`config.mk`:
```
export PLATFORM = sky130hd
export DESIGN_NAME = mux_scanner
export DESIGN_NICKNAME = d
export VERILOG_FILES = /design/src/rtl/mux_scanner_pkg.sv /design/src/rtl/mux_scanner_next_chan.sv /design/src/rtl/mux_scanner.sv
export SDC_FILE = /design/constraint.sdc
export NUM_CORES = 1
export LEC_CHECK = 0
export CAP_MARGIN = 25
export CORE_MARGIN = 2
export CORE_UTILIZATION = 40
export CTS_CLUSTER_SIZE = 14
export DETAILED_ROUTE_END_ITERATION = 10
export GPL_TIMING_DRIVEN = 0
export PLACE_DENSITY_LB_ADDON = 0.15
export SYNTH_ARGS = -nofsm -noshare
export SYNTH_HDL_FRONTEND = slang
export SYNTH_SLANG_ARGS = --single-unit
export TNS_END_PERCENT = 50
```
`constraint.sdc`:
```
create_clock -name clk -period 3.6 [get_ports clk]
set_input_delay 0.72 -clock clk [delete_from_list [all_inputs] [get_ports clk]]
set_output_delay 0.72 -clock clk [all_outputs]
set_load 0.005 [all_outputs]
```
`src/rtl/mux_scanner_pkg.sv`:
```
// Shared definitions for the mux scanner: channel count, select width,
// settle-counter width and the FSM state encoding.
package mux_scanner_pkg;

  localparam int unsigned N_CH  = 8;
  localparam int unsigned SEL_W = 3;
  localparam int unsigned CNT_W = 4;

  typedef enum logic [1:0] {
    IDLE    = 2'd0,
    DWELL   = 2'd1,
    CAPTURE = 2'd2,
    DONE    = 2'd3
  } state_e;

endpackage

```
`src/rtl/mux_scanner_next_chan.sv`:
```
// Channel picker for the scanner: returns the next enabled channel.
//   mask_q : enabled channels
//   cur    : current select
//   first  : 1 = lowest enabled channel, 0 = lowest enabled above cur
//   nxt    : picked channel index (0 when none)
//   found  : a channel was picked
module next_chan
  import mux_scanner_pkg::*;
(
  input  logic [N_CH-1:0]  mask_q,
  input  logic [SEL_W-1:0] cur,
  input  logic             first,
  output logic [SEL_W-1:0] nxt,
  output logic             found
);

  // Scan from the top down so the lowest qualifying index wins.
  always_comb begin
    nxt   = '0;
    found = 1'b0;
    for (int i = N_CH - 1; i >= 0; i--) begin
      if (mask_q[i] && (first || (SEL_W'(i) > cur))) begin
        nxt   = SEL_W'(i);
        found = 1'b1;
      end
    end
  end

endmodule

```
`src/rtl/mux_scanner.sv`:
```
// Sequencer in front of an 8:1 select mux. Steps the select through the
// enabled channels in ascending order, waits SETTLE cycles on each, samples
// Y, and publishes the assembled word with a one-cycle done pulse.
//   clk, rst : clock, synchronous active-high reset
//   start    : scan request (honoured only when idle)
//   mask     : channel enables, latched when a scan is accepted
//   Y        : mux output
//   S        : mux select
//   data     : last completed scan word
//   busy     : scan in progress (any state other than idle)
//   done     : one-cycle pulse when data updates
module mux_scanner
  import mux_scanner_pkg::*;
#(
  parameter int unsigned SETTLE = 2
) (
  input  logic             clk,
  input  logic             rst,
  input  logic             start,
  input  logic [N_CH-1:0]  mask,
  input  logic             Y,
  output logic [SEL_W-1:0] S,
  output logic [N_CH-1:0]  data,
  output logic             busy,
  output logic             done
);

  localparam logic [CNT_W-1:0] CNT_LOAD = CNT_W'(SETTLE - 1);

  state_e           state_q, state_d;
  logic [CNT_W-1:0] cnt_q, cnt_d;
  logic [N_CH-1:0]  shadow_q, shadow_d;
  logic [N_CH-1:0]  mask_q, mask_d;
  logic [SEL_W-1:0] s_q, s_d;
  logic [N_CH-1:0]  data_q, data_d;
  logic             busy_q, busy_d;
  logic             done_q, done_d;

  logic [N_CH-1:0]  nc_mask;
  logic             nc_first;
  logic [SEL_W-1:0] nc_nxt;
  logic             nc_found;

  // One picker serves both the first pick (live mask) and later picks.
  assign nc_first = (state_q == IDLE);
  assign nc_mask  = nc_first ? mask : mask_q;

  next_chan u_next_chan (
    .mask_q (nc_mask),
    .cur    (s_q),
    .first  (nc_first),
    .nxt    (nc_nxt),
    .found  (nc_found)
  );

  // State and datapath registers.
  always_ff @(posedge clk) begin
    if (rst) begin
      state_q  <= IDLE;
      cnt_q    <= '0;
      shadow_q <= '0;
      mask_q   <= '0;
      s_q      <= '0;
      data_q   <= '0;
      busy_q   <= 1'b0;
      done_q   <= 1'b0;
    end else begin
      state_q  <= state_d;
      cnt_q    <= cnt_d;
      shadow_q <= shadow_d;
      mask_q   <= mask_d;
      s_q      <= s_d;
      data_q   <= data_d;
      busy_q   <= busy_d;
      done_q   <= done_d;
    end
  end

  // Next-state logic.
  always_comb begin
    state_d = state_q;
    unique case (state_q)
      IDLE:    if (start) state_d = nc_found ? DWELL : DONE;
      DWELL:   if (cnt_q == '0) state_d = CAPTURE;
      CAPTURE: state_d = nc_found ? DWELL : DONE;
      DONE:    state_d = IDLE;
      default: state_d = IDLE;
    endcase
  end

  // Datapath and registered-output next values.
  always_comb begin
    cnt_d    = cnt_q;
    shadow_d = shadow_q;
    mask_d   = mask_q;
    s_d      = s_q;
    data_d   = data_q;
    busy_d   = (state_d != IDLE);
    done_d   = (state_d == DONE);
    unique case (state_q)
      IDLE: begin
        s_d = '0;
        if (start) begin
          mask_d   = mask;
          shadow_d = '0;
          if (nc_found) begin
            s_d   = nc_nxt;
            cnt_d = CNT_LOAD;
          end else begin
            data_d = '0;
          end
        end
      end
      DWELL: begin
        if (cnt_q != '0) cnt_d = cnt_q - CNT_W'(1);
      end
      CAPTURE: begin
        shadow_d[s_q] = Y;
        if (nc_found) begin
          s_d   = nc_nxt;
          cnt_d = CNT_LOAD;
        end else begin
          data_d = shadow_d;
        end
      end
      DONE: begin
        // Select returns to 0 as the scanner drops back to idle.
        s_d = '0;
      end
      default: ;
    endcase
  end

  assign S    = s_q;
  assign data = data_q;
  assign busy = busy_q;
  assign done = done_q;

endmodule

```
==> flow_summary.toml <==
[critical_path]
crit_chain = "clkdlybuf4s50_1, or4_1, nor2_1, a31o_1, nand3_2, or3_1, a21oi_1"
crit_family = "simple AND/OR/NAND/NOR gates"
worst-path-max-fanout = 7
critPathLaunch = "mask[1]"
path_class = "input pin to register"
max_stage_delay_ns = 0.53
start_kind = "input pin"
cp-end-kind = "register"
critPathBufInv = 1
cp_slowest_cell = "or4_1"
required_ns = 3.82
reg2reg_from = "state_q[1]$_SDFF_PP0_"
critical_path_arrival_ns = 2.72

[routing]
dr.pass1.iters = 4
wirelength_um = 4200
final_antenna_net_count = 0
drt-wirelength-per-cell_um = 14.2
route.detailed.drc = 0
drtIter0Drc = 117
viasPerCell = 5.41
vias = 1600

[clock_network]
clk_path_buf_depth = 2
cts.sinks = 34
cts_tree = "yes"
worstSkewPairLatency_ns = 0.29
path_clk_slew_ns = 0.07
post-cts-setup-buffers = 0
hold_buffers = 0
cts-buffers-inserted = 5
cts.repair.resized = 0
cts_root_buffer = "clkbuf_8"
cts_max_level = 2

[pwr]
p_sw_mw = 0.313
switching_share_pct = 31.9
vdd_drop_max_uv = 205
p_int_mw = 0.669
powerDensity_nw_per_um2 = 454
p_clk_share_pct = 30.2
p_total_mw = 0.982
pwr-share-seq_pct = 42.9
leakage_nw = 0.799
comb_power_share_pct = 26.9

[global_route]
antenna_found_initial = 0
grt_max_degree = 12
grt_usage_pct = 18.2
grt_first_pass_wirelength_um = 7230
gr-total-overflow = 0
grt_pass1_vias = 1579

[logic_synthesis]
async_flop_share_pct = 0
synth_edf_count = 0
yosys_warnings = 0
synth_cell_types = 44
synth_seq_area_share_pct = 38.2
synth_nets = 228
netlist_instances = 214
synth_ff_type = "dfxtp_1"
ys_ff_latch = 34
synth.avg_cell_area_um2 = 8.33
syn-cell-area_um2 = 1780

[floorplanning]
die-area_um2 = 5000
start_util_pct = 41.2
core_um2 = 4320
die-width_um = 70.7
num_rows = 24
die_h_um = 70.7
ios = 25

[timing]
fin_crit_ns = 2.50
setup_viol = 0
fmax_ghz = 0.400
worst_slew_pin_slew_ns = 0.571
whs_ns = 0.455
rsz0062_at_grt = "no"
drv_slew = 0
hold_viol = 0
setup_slack_ns = 1.10
skew_ns = 0.00919
fin_crit_sh_pct = 69.4
relSlewSlack_pct = 60.9
setup_tns_ns = 0

[finish]
finalInstanceArea_um2 = 2160
nNetsFinal = 257
fin_util_pct = 50.0
drive_gt1_share_pct = 9.43
syn_to_final_growth_pct = 21.3
diodes = 0
final_cells = 296

[hold_path]
min_from = "data[0]$_SDFFE_PP0P_"
hp-class = "register to register"

[placed_design]
place_hpwl_um = 3050
gp_congestion = 0.814
dpl.cell_count = 288
placed_area_um2 = 2070
port_buffers = 22
dp_slack_ns = 0.817

[job]
maxCapViolations = 0

[outcome]
status = "finished clean"
[cell families after synthesis]
family | Yosys count | share of synthesized area, %
and+or+nand+nor | 82 | 23.1
AOI/OAI and AO/OA | 57 | 21.6
DFF | 34 | 38.2
buffers and inverters | 21 | 5.69
muxes | 17 | 9.55
adders and majority gates | 2 | 1.40
xor gates and xnor gates | 1 | 0.492
[cell usage after synthesis, types with 2 or more instances]
library cell   n  share of area [%]
a22o_1         2               0.98
a31o_1         2               0.98
nor2_1        33                7.0
nand3_1        2               0.56
buf_6          2                1.3
clkbuf_1       7                1.5
a221oi_1       2               0.98
a21oi_1       19                5.3
ha_1           2                1.4
mux2i_1       17                9.6
a22oi_1        5                2.1
nand2_1       14                2.9
nor3b_1        4                1.7
dfxtp_1       34                 38
buf_2          6                1.7
o21ai_0       16                4.5
nor3_1         4                1.1
or3_1          8                2.8
inv_1          5                1.1
nand2b_1       4                1.4
and3_1         3                1.1
[cells in the final DEF, fill, tap and decap left out, drive strengths merged, types with 2 or more instances in the layout]
| cell type | synthesis | routed |
|---|---|---|
| nor3b | 4 | 4 |
| or2 | 2 | 2 |
| nor3 | 5 | 5 |
| nand3 | 3 | 3 |
| a31o | 2 | 2 |
| mux2i | 17 | 17 |
| dfxtp | 34 | 34 |
| o21ai | 16 | 16 |
| buf | 9 | 9 |
| a221oi | 2 | 2 |
| ha | 2 | 2 |
| and3 | 3 | 3 |
| inv | 5 | 5 |
| a22oi | 5 | 5 |
| clkdlybuf4s50 | 0 | 22 |
| or3 | 8 | 8 |
| nand2b | 4 | 4 |
| clkbuf | 7 | 13 |
| nor2 | 33 | 33 |
| a21oi | 19 | 19 |
| a22o | 2 | 2 |
| nand2 | 14 | 14 |
[final cells by class]
cell class              count  area (um^2)
clock buffers               6         82.6
fillers                   429         2160
plain buffers              16         82.6
well taps                  52         65.1
clock inverters             2         12.5
repair buffers             22          220
inverters                   5         18.8
multi-input cells         159         1000
flip-flops and latches     34          681
[registers in the layout, indices dropped and copies added (netlist names)]
signal / count
S: 3
busy: 1
cnt_q: 4
data: 8
done: 1
mask_q: 7
shadow_q: 8
state_q: 2
[routing by layer]
layer / part of all wire [%] / up-vias / routed length, um / GRT usage [%]
li1: - / 821 / - / -
met1: 47 / 738 / 1990 / 23.9
met2: 47 / 36 / 1990 / 29.6
met3: 4.1 / 5 / 174 / 3.85
met4: 1.1 / 0 / 47 / 6.29
met5: 0 / - / 0 / 0
[worst reg2reg max path, cell delays in order, from the launching register on]
cell and delay, ns:
dfxtp_1 0.37, nor2_1 0.27, buf_2 0.26, o21ai_0 0.10
o21ai_0 0.08, nor2_1 0.07, a2111oi_0 0.58, a32o_1 0.27
[final timing paths]
kind / slack (ns) / cells past startpoint / end
worst max-delay path: 1.10 / 7 / data[3]$_SDFFE_PP0P_
worst min-delay path: 0.45 / 2 / data[0]$_SDFFE_PP0P_
worst max register to register: 1.51 / 7 / S[1]$_SDFFE_PP0P_
worst min register to register: 0.45 / 2 / data[0]$_SDFFE_PP0P_
[power by group through the flow]
stage	combinational, mW	clock (mW)	sequential (mW)
after global routing	0.299	0.320	0.425
final	0.264	0.296	0.421
after floorplan	0.197	0	0.425
after global placement	0.263	0	0.429
after CTS	0.265	0.304	0.421
after detailed placement	0.264	0	0.430
Power figures use the tool's default switching activity.
